==> src/rtl/boreal_fx_pkg.sv <==
// Shared fixed-point helpers for the boreal spatial projector.
//   - idx_w / clog2 : index-width helpers (idx_w never returns 0)
//   - feat_lo       : low bit of feature f in a packed feature vector
//   - sat_dw        : clip a wide signed value to a signed dw-bit range
//   - DEF_OUT_SHIFT : default accumulator-to-output arithmetic shift
package boreal_fx_pkg;

  localparam int unsigned DEF_OUT_SHIFT = 8;
  localparam int unsigned SAT_W         = 64;

  typedef struct packed {
    logic                    hit;
    logic signed [SAT_W-1:0] val;
  } sat_t;

  function automatic int unsigned clog2(input int unsigned n);
    return (n <= 1) ? 0 : $clog2(n);
  endfunction

  function automatic int unsigned idx_w(input int unsigned n);
    return (n <= 1) ? 1 : $clog2(n);
  endfunction

  function automatic int unsigned feat_lo(input int unsigned f, input int unsigned dw);
    return f * dw;
  endfunction

  // Input must already be sign-extended to SAT_W; dw must be <= SAT_W-1.
  function automatic sat_t sat_dw(input logic signed [SAT_W-1:0] v, input int unsigned dw);
    logic signed [SAT_W-1:0] hi;
    logic signed [SAT_W-1:0] lo;
    sat_t                    r;
    hi    = (64'sd1 <<< (dw - 1)) - 64'sd1;
    lo    = -(64'sd1 <<< (dw - 1));
    r.hit = 1'b0;
    r.val = v;
    if (v > hi) begin
      r.val = hi;
      r.hit = 1'b1;
    end else if (v < lo) begin
      r.val = lo;
      r.hit = 1'b1;
    end
    return r;
  endfunction

endpackage

==> src/rtl/boreal_weight_bank.sv <==
// Double-banked weight store for the spatial projector.
//   we/wr_feat/wr_ch/wr_data : write into the shadow bank (ignored while busy
//                              or when an index is out of range)
//   commit                   : request an active/shadow swap, sets busy
//   swap_en                  : edge on which a pending swap may execute
//   rd_ch / rd_w             : combinational read of all feature weights of
//                              the active bank for one channel
//   busy                     : swap pending
module boreal_weight_bank
  import boreal_fx_pkg::*;
#(
  parameter int unsigned N_FEAT = 2,
  parameter int unsigned N_CH   = 8,
  parameter int unsigned WW     = 8
) (
  input  logic                        clk,
  input  logic                        rst,
  input  logic                        we,
  input  logic [idx_w(N_FEAT)-1:0]    wr_feat,
  input  logic [idx_w(N_CH)-1:0]      wr_ch,
  input  logic signed [WW-1:0]        wr_data,
  input  logic                        commit,
  input  logic                        swap_en,
  input  logic [idx_w(N_CH)-1:0]      rd_ch,
  output logic [N_FEAT*WW-1:0]        rd_w,
  output logic                        busy
);

  logic signed [WW-1:0] bank [2][N_FEAT][N_CH];
  logic                 sel;
  logic                 shadow;
  logic                 wr_ok;

  assign shadow = ~sel;
  assign wr_ok  = we && !busy && (32'(wr_feat) < N_FEAT) && (32'(wr_ch) < N_CH);

  always_ff @(posedge clk) begin
    if (rst) begin
      sel  <= 1'b0;
      busy <= 1'b0;
      for (int unsigned b = 0; b < 2; b++)
        for (int unsigned f = 0; f < N_FEAT; f++)
          for (int unsigned c = 0; c < N_CH; c++)
            bank[b][f][c] <= '0;
    end else begin
      // Flipping the select leaves the old active weights in the shadow bank.
      if (busy && swap_en) begin
        sel  <= ~sel;
        busy <= 1'b0;
      end else if (commit) begin
        busy <= 1'b1;
      end
      if (wr_ok)
        bank[shadow][wr_feat][wr_ch] <= wr_data;
    end
  end

  always_comb begin
    rd_w = '0;
    for (int unsigned f = 0; f < N_FEAT; f++)
      rd_w[f*WW +: WW] = bank[sel][f][rd_ch];
  end

endmodule

==> src/rtl/boreal_spatial_projector.sv <==
// Multi-channel spatial projector: accumulates one weighted dot product per
// feature over a frame of N_CH time-multiplexed samples and emits N_FEAT
// saturated features per frame.
//   s_valid/s_ready/s_data/s_first : channel sample stream, s_first marks ch 0
//   m_valid/m_ready/m_data/m_sat   : feature vector with per-feature clip flags
//   frame_err                      : one-cycle pulse on a sync violation
//   frame_cnt                      : emitted frame count (wraps)
//   w_we/w_feat/w_ch/w_data        : shadow weight write port
//   w_commit/w_busy                : bank swap request / pending
module boreal_spatial_projector
  import boreal_fx_pkg::*;
#(
  parameter int unsigned N_CH      = 8,
  parameter int unsigned N_FEAT    = 2,
  parameter int unsigned DW        = 16,
  parameter int unsigned WW        = 8,
  parameter int unsigned OUT_SHIFT = DEF_OUT_SHIFT,
  parameter int unsigned ACC_W     = 32
) (
  input  logic                      clk,
  input  logic                      rst,
  input  logic                      s_valid,
  output logic                      s_ready,
  input  logic signed [DW-1:0]      s_data,
  input  logic                      s_first,
  output logic                      m_valid,
  input  logic                      m_ready,
  output logic [N_FEAT*DW-1:0]      m_data,
  output logic [N_FEAT-1:0]         m_sat,
  output logic                      frame_err,
  output logic [15:0]               frame_cnt,
  input  logic                      w_we,
  input  logic [idx_w(N_FEAT)-1:0]  w_feat,
  input  logic [idx_w(N_CH)-1:0]    w_ch,
  input  logic signed [WW-1:0]      w_data,
  input  logic                      w_commit,
  output logic                      w_busy
);

  localparam int unsigned    CW      = idx_w(N_CH);
  localparam logic [CW-1:0]  LAST_CH = CW'(N_CH - 1);

  logic [CW-1:0]            ch;
  logic [CW-1:0]            rd_ch;
  logic                     at_first;
  logic                     at_last;
  logic                     accept;
  logic                     sync_restart;
  logic                     sync_drop;
  logic                     complete;
  logic                     swap_en;
  logic [N_FEAT*WW-1:0]     rd_w;
  logic signed [ACC_W-1:0]  acc      [N_FEAT];
  logic signed [ACC_W-1:0]  prod_ext [N_FEAT];
  logic [DW-1:0]            res      [N_FEAT];
  logic [N_FEAT-1:0]        hit;

  assign at_first     = (ch == '0);
  assign at_last      = (ch == LAST_CH);
  assign s_ready      = !(at_last && m_valid && !m_ready);
  assign accept       = s_valid && s_ready;
  assign sync_restart = accept && s_first && !at_first;
  assign sync_drop    = accept && !s_first && at_first;
  // s_first on the last channel is a restart, not a completion.
  assign complete     = accept && at_last && !s_first;
  assign swap_en      = complete || (at_first && !accept);
  // A restarting sample is weighted as channel 0.
  assign rd_ch        = s_first ? '0 : ch;

  boreal_weight_bank #(
    .N_FEAT (N_FEAT),
    .N_CH   (N_CH),
    .WW     (WW)
  ) u_bank (
    .clk     (clk),
    .rst     (rst),
    .we      (w_we),
    .wr_feat (w_feat),
    .wr_ch   (w_ch),
    .wr_data (w_data),
    .commit  (w_commit),
    .swap_en (swap_en),
    .rd_ch   (rd_ch),
    .rd_w    (rd_w),
    .busy    (w_busy)
  );

  for (genvar g = 0; g < N_FEAT; g++) begin : g_feat
    logic signed [WW-1:0]    w;
    logic signed [DW+WW-1:0] prod;
    logic signed [ACC_W-1:0] shifted;
    sat_t                    sat;

    assign w           = rd_w[g*WW +: WW];
    assign prod        = (DW+WW)'(s_data) * (DW+WW)'(w);
    assign prod_ext[g] = ACC_W'(prod);
    assign shifted     = (acc[g] + prod_ext[g]) >>> OUT_SHIFT;
    assign sat         = sat_dw(SAT_W'(shifted), DW);
    assign res[g]      = sat.val[DW-1:0];
    assign hit[g]      = sat.hit;
  end

  always_ff @(posedge clk) begin
    if (rst) begin
      ch        <= '0;
      m_valid   <= 1'b0;
      m_data    <= '0;
      m_sat     <= '0;
      frame_err <= 1'b0;
      frame_cnt <= '0;
      for (int unsigned f = 0; f < N_FEAT; f++)
        acc[f] <= '0;
    end else begin
      frame_err <= sync_restart || sync_drop;

      if (sync_restart) begin
        for (int unsigned f = 0; f < N_FEAT; f++)
          acc[f] <= prod_ext[f];
        ch <= CW'(1);
      end else if (complete) begin
        for (int unsigned f = 0; f < N_FEAT; f++)
          acc[f] <= '0;
        ch        <= '0;
        frame_cnt <= frame_cnt + 16'd1;
      end else if (accept && !sync_drop) begin
        for (int unsigned f = 0; f < N_FEAT; f++)
          acc[f] <= acc[f] + prod_ext[f];
        ch <= ch + 1'b1;
      end

      // A completing frame can only be accepted when the held vector is
      // leaving on the same edge, so loading takes priority over clearing.
      if (complete) begin
        m_valid <= 1'b1;
        m_sat   <= hit;
        for (int unsigned f = 0; f < N_FEAT; f++)
          m_data[feat_lo(f, DW) +: DW] <= res[f];
      end else if (m_valid && m_ready) begin
        m_valid <= 1'b0;
        m_data  <= '0;
        m_sat   <= '0;
      end
    end
  end

endmodule
==> config.mk <==
export PLATFORM = sky130hd
export DESIGN_NAME = boreal_spatial_projector
export DESIGN_NICKNAME = d
export VERILOG_FILES = /design/src/rtl/boreal_fx_pkg.sv /design/src/rtl/boreal_weight_bank.sv /design/src/rtl/boreal_spatial_projector.sv
export SDC_FILE = /design/constraint.sdc
export NUM_CORES = 1
export LEC_CHECK = 0
export ABC_AREA = 1
export BUFFER_PORTS_ARGS = -buffer_cell sky130_fd_sc_hd__buf_2
export CORE_UTILIZATION = 31
export CTS_CLUSTER_DIAMETER = 100
export DETAILED_ROUTE_END_ITERATION = 10
export GPL_ROUTABILITY_DRIVEN = 0
export GPL_TIMING_DRIVEN = 0
export PLACE_DENSITY = 0.53
export SYNTH_ARGS = -nofsm -noshare
export SYNTH_HDL_FRONTEND = slang
export SYNTH_SLANG_ARGS = --single-unit
==> constraint.sdc <==
create_clock -name clk -period 20.4 [get_ports clk]
set_input_delay 4.08 -clock clk [delete_from_list [all_inputs] [get_ports clk]]
set_output_delay 4.08 -clock clk [all_outputs]
set_load 0.05 [all_outputs]
### Word-level counts from Yosys, hierarchy flattened

Memories as Yosys holds them, arrays and structs flattened. A register that Yosys moved wholly into a read port is not among the register bits.
Index checks and enable logic that the tools add are counted.

| cells by class | value |
|---|---|
| equal/unequal tests | 1 |
| magnitude comparators | 9 |
| reduce and logical (&&, ||, !) cells | 32 |
| bitwise logic cells | 11 |
| multipliers | 2 |
| $add $sub $neg | 4 |
| muxes and demuxes | 52 |

Operators by type and width:

| kind | number |
|---|---|
| 2-to-1 mux 128 bit | 3 |
| 2-to-1 mux 65 bit | 4 |
| 2-to-1 mux 32 bit | 8 |
| OR reduction 128 bit | 1 |
| adder 32 x 24 -> 32 bit | 2 |
| demux 64 bit (select 1 bit) | 1 |
| 2-to-1 mux 64 bit | 1 |
| binary-select mux 8 bit (select 3 bit) | 2 |
| greater-than comparator 24 x 16 -> 1 bit (second input constant) | 2 |
| < comparator 24 x 16 -> 1 bit (second input constant) | 2 |
| multiplier 16 x 8 -> 24 bit | 2 |
| 2-to-1 mux 8 bit | 5 |
| demux 8 bit (select 3 bit) | 1 |
| 2-to-1 mux 1 bit | 24 |
| adder 16 x 1 -> 16 bit (second input constant) | 1 |
| logical AND 1 bit | 16 |
| greater-or-equal comparator 4 bit (second input constant) | 2 |
| NOT 3 -> 4 bit | 2 |
| logical NOT 1 bit | 7 |
| OR 1 bit | 6 |
| < comparator 4 x 1 -> 1 bit (second input constant) | 1 |
| 2-to-1 mux 2 bit | 2 |
| adder 3 x 1 -> 3 bit (second input constant) | 1 |
| equality test 3 bit (second input constant) | 1 |
| 12 further kinds | 14 |

| word-level totals | value |
|---|---|
| memories kept | 2 |
| output and inout port bits | 54 |
| memory bits (writable) | 320 |
| register bits | 57 |

Memories:

| memory | words | width | rd ports | clocked after memory_dff | wr ports | line | RTL |
|---|---|---|---|---|---|---|---|
| u_bank.bank | 2 | 128 | 1 | 1 | 2 | boreal_weight_bank.sv:29 | `logic signed [WW-1:0] bank [2][N_FEAT][N_CH];` |
| acc | 2 | 32 | 2 | 0 | 2 | boreal_spatial_projector.sv:53 | `logic signed [ACC_W-1:0] acc [N_FEAT];` |

### Logic depth before layout (Yosys ltp)

| depth | value |
|---|---|
| depth in word-level cells | 15 |
| mapped depth | 55 |
| depth with buffers taken out | 51 |

### Modules after synthesis

Synthesis repeated with hierarchy kept, for this count alone.

| second synthesis, totals | value |
|---|---|
| cell total of the unflattened synthesis | 4032 |
| area total of the unflattened synthesis | 31193.7 um2 |

By module, submodules not included:

| module | sequential area each (um2) | instances | cells each | area each (um2) |
|---|---|---|---|---|
| boreal_spatial_projector | 3022.9 | 1 | 2722 | 19107.1 |
| boreal_weight_bank | 7747.4 | 1 | 1310 | 12086.6 |

### Least setup slack after synthesis

Ideal clock, no wire load.

| path | value |
|---|---|
| path kind | input to register |
| start | input s_first |
| end | register m_data[10] |
| cell stages on the path | 45 |
| setup time | 0.134 ns |
| data arrival time | 10.850 ns |
| path slack | 9.416 ns |
| required time | 20.266 ns |
| cells stage by stage | inv_1 -> nand2_1 -> clkbuf_1 -> clkbuf_1 -> o211ai_1 -> nand3_1 -> nand2_1 -> inv_1 -> buf_2 -> nor2_1 -> fa_1 -> inv_1 -> fa_1 -> inv_1 -> fa_1 -> inv_1 -> fa_1 -> inv_1 -> (+9 left out) -> ha_1 -> nand2_1 -> inv_1 -> nand2_1 -> nand2_1 -> a21oi_1 -> nor3_1 -> nor3_2 -> nand3b_1 -> nand2_1 -> nand2_1 -> nand2_2 -> clkinv_1 -> nand2_4 -> buf_8 -> nand2_1 -> nand2_1 -> a21oi_2 |

| between the ends | value |
|---|---|
| cells in the longest elaborated chain, start to end | 11 |
| elaborated cells on any way between the ends | 15 |
| those cells by class | add/sub: 1; mul: 1; order compare: 2; mux: 7; bitwise: 1; reduce/logical: 3 |

RTL lines:

| item | line | RTL |
|---|---|---|
| start: declaration | boreal_spatial_projector.sv:25 | `input logic s_first,` |
| 2-to-1 mux 3 bit | boreal_spatial_projector.sv:68 | `assign rd_ch = s_first ? '0 : ch;` |
| NOT 3 -> 4 bit (not written as such) | boreal_weight_bank.sv:61 | `rd_w[f*WW +: WW] = bank[sel][f][rd_ch];` |
| binary-select mux 8 bit (select 3 bit) | boreal_weight_bank.sv:61 |  |
| 2-to-1 mux 8 bit (not written as such) (2 in series) | boreal_weight_bank.sv:61 |  |
| multiplier 16 x 8 -> 24 bit | boreal_spatial_projector.sv:95 | `assign prod = (DW+WW)'(s_data) * (DW+WW)'(w);` |
| adder 32 x 24 -> 32 bit | boreal_spatial_projector.sv:97 | `assign shifted = (acc[g] + prod_ext[g]) >>> OUT_SHIFT;` |
| < comparator 24 x 16 -> 1 bit | boreal_fx_pkg.sv:40 | `end else if (v < lo) begin` |
| 2-to-1 mux 65 bit | boreal_fx_pkg.sv:40 |  |
| 2-to-1 mux 65 bit | boreal_fx_pkg.sv:37 | `if (v > hi) begin` |
| 2-to-1 mux 32 bit | boreal_spatial_projector.sv:133 | `if (complete) begin` |
| end signal: indexed assignment | boreal_spatial_projector.sv:137 | `m_data[feat_lo(f, DW) +: DW] <= res[f];` |
| end: declaration | boreal_spatial_projector.sv:28 | `output logic [N_FEAT*DW-1:0] m_data,` |

Parallel ways exist; a longest one is shown, timed or not. The select of a mux whose other input is x is not followed.
A chain may end at the register's enable or synchronous reset.

### Worst setup path in the final report

| path | value |
|---|---|
| start | input s_first |
| end | register m_data[14] |

Same word-level chain as after synthesis.

==> flow_metrics.tcl <==
set metrics [dict create \
    status "finished, final reports clean" \
    wl_um 96900 \
    wl_per_cell_um 19.5 \
    grt_pass1_vias 24320 \
    final_layout_size_suffix_gt1_frac 0.0798 \
    placedCellCount 4878 \
    grt_max_degree 52 \
    clock-sinks 378 \
    n_antenna_cell 0 \
    fp.dieW_um 313 \
    syn2layout_area_growth_pct 11.8 \
    netlist_area_um2 30000 \
    cp-startpoint "s_first" \
    synth.distinct_cells 57 \
    synth_seq_cells 378 \
    synth_top_area_frac 0.321 \
    slowest_stage "clkbuf_1" \
    worstHoldPathType "flop to flop" \
    final_cell_count_no_fill 4961 \
    drtIter0Drc 1875 \
    yosys_warnings 0 \
    cts_tree "yes" \
    avgSynthCellArea_um2 8.50 \
    synth_nets 3933 \
    pin_count 89 \
    grt_use_total 0.200 \
    hold-path-endpoint "frame_cnt[15]" \
    start_util 0.314 \
    path_common_cell "nand2_1" \
    path_max_fanout 10 \
    clockBufferDepth 3 \
    synth.area.top_cells "edfxtp_1 32%, fa_1 14%, nand2_1 9.3%, inv_1 7.9%, ha_1 6.8%" \
    cp_slowest_stage_delay_ps 610 \
    fillCellCount 9986 \
    worst_skew_pair.late_latency_ps 630 \
    path_clk_slew_ps 60 \
    cp-end-kind "flop" \
    reg2reg_slack_ps 10880 \
    finalClockSkew_ps 55.9 \
    vias 24065 \
    r2r_cells 44 \
    tightest_slew_ps 1110 \
    cts-root-buf "clkbuf_16" \
    synth_top_cell_by_area "edfxtp_1" \
    ctsHoldBuffers 0 \
    die_h_um 313 \
    synthCells 3527 \
    setup_violations 0 \
    period_share 0.628 \
    arrival_ps 13250 \
    synth_edf_count 320 \
    synth_common_cells "745 x nand2_1, 630 x inv_1, 478 x nor2_1" \
    num_rows 113 \
    first_pass_iters 5 \
    ant_nets 0 \
    die_area_um2 98000 \
    fin_nets 4066 \
    slew_violations 0 \
    max_slew_margin 0.259 \
    r2r_end "m_data[14]" \
    max_freq_mhz 78.1 \
    htree_levels 2 \
    holdCritStartpoint "frame_cnt[15]" \
    rsz0062_at_grt "no" \
    port_buffers 85 \
    async_flop_share 0 \
    synth_most_common_cell "nand2_1" \
    antenna_found_initial 5 \
    period_minus_slack_ps 12810 \
    dpl.hpwl_um 74700 \
    overflow 0 \
    synth_ff_type "edfxtp_1" \
    critical_path_class "input pin to flop" \
    drc 0 \
    setup.worst_path.start_class "input pin" \
    grt_pass1_wl_um 148000 \
    hold_viol 0 \
    rr_startpoint "ch[2]" \
    cap_viol_max_count 0 \
    synth-seq-area-share 0.359 \
    hold_path_depth 1 \
    cts_buffers 44 \
    vias_per_cell 4.85 \
    ctsResizeCount 0 \
    critPathRequiredTime_ps 20840 \
    finalSetupTns_ps 0 \
    post_cts_buffers 0 \
    coreArea_um2 95400 \
]
## metrics by stage
step	setup WS [ps]	instance area [um2]	hold WS [ps]	util
5_1_grt	6900	33500	469	0.351
2_1_floorplan	9420	30000	490	-
4_1_cts	7670	33500	453	0.351
3_3_place_gp	7040	32000	441	0.335
3_5_place_dp	7030	32000	440	0.336
6_report	7590	33500	453	0.351
## metal layers
| metal | vias to the layer above | share of wire | GRT usage |
|---|---|---|---|
| met1 | 11593 | 0.44 | 0.268 |
| met5 | - | 0.00065 | 0 |
| met4 | 10 | 0.026 | 0.0508 |
| li1 | 11521 | - | - |
| met2 | 799 | 0.46 | 0.331 |
| met3 | 142 | 0.074 | 0.0366 |
## layout make-up
class / instances / area (um2) / share of cell area
inverters: 640 / 2400 / 0.0717
clock inverters: 21 / 234 / 0.00698
well taps: 1265 / 1580 / 0.0472
plain buffers: 121 / 602 / 0.0180
repair buffers: 87 / 460 / 0.0137
flip-flops and latches: 378 / 10800 / 0.321
clock buffers: 61 / 1240 / 0.0372
multi-input cells: 2388 / 16200 / 0.484
## state kept, by name, indices dropped and copies added, names as in the netlist, named ones only
signal       flops
m_data          32
m_sat            2
u_bank.busy      1
m_valid          1
u_bank.sel       1
ch               3
acc             64
frame_err        1
frame_cnt       16
u_bank.bank    256
## cells in the final DEF, fill, tap and decap left out, types with 19 or more instances in the layout
cell / instances
a21oi_1: 110
xor2_1: 48
nand2_1: 744
o211ai_1: 128
clkbuf_16: 44
nand2_2: 31
clkbuf_1: 80
ha_1: 163
inv_1: 630
o21ai_0: 78
fa_1: 208
nand3_1: 99
mux2i_1: 64
dfxtp_1: 58
nor2_1: 478
xnor2_1: 30
a22o_1: 22
edfxtp_1: 320
nor3_1: 41
buf_2: 113
a21oi_2: 19
## worst max path at each step
stage / to / slack [ps] / depth (start not counted)
floorplan: m_data[10] / 9420 / 45
global placement: m_data[14] / 7040 / 46
detailed placement: m_data[12] / 7030 / 46
CTS: m_data[12] / 7670 / 46
global route: m_data[12] / 6900 / 46
finish: m_data[14] / 7590 / 46
## cell families (layout without fill, tap and decap cells)
| kind of cell | count (synthesis) | count (layout) | share of synthesized area |
|---|---|---|---|
| compound gates | 408 | 408 | 0.0874 |
| xor+xnor | 78 | 78 | 0.0228 |
| fa+ha+maj | 371 | 371 | 0.207 |
| buf+inv | 761 | 930 | 0.100 |
| flops | 378 | 378 | 0.359 |
| mux | 64 | 64 | 0.0214 |
| simple gates | 1467 | 1467 | 0.202 |
## worst max-delay path, delay by kind of cell
kind / cells / cell delay [ps]
AOI/OAI and AO/OA: 9 / 1970
xor gates and xnor gates: 1 / 280
adders and majority gates: 6 / 2710
buffers and inverters: 14 / 2190
and+or+nand+nor: 16 / 1990
Power is left out: the tool's default activity adds up to more than one toggle a clock period on the data nets, which glitch-free logic cannot reach.
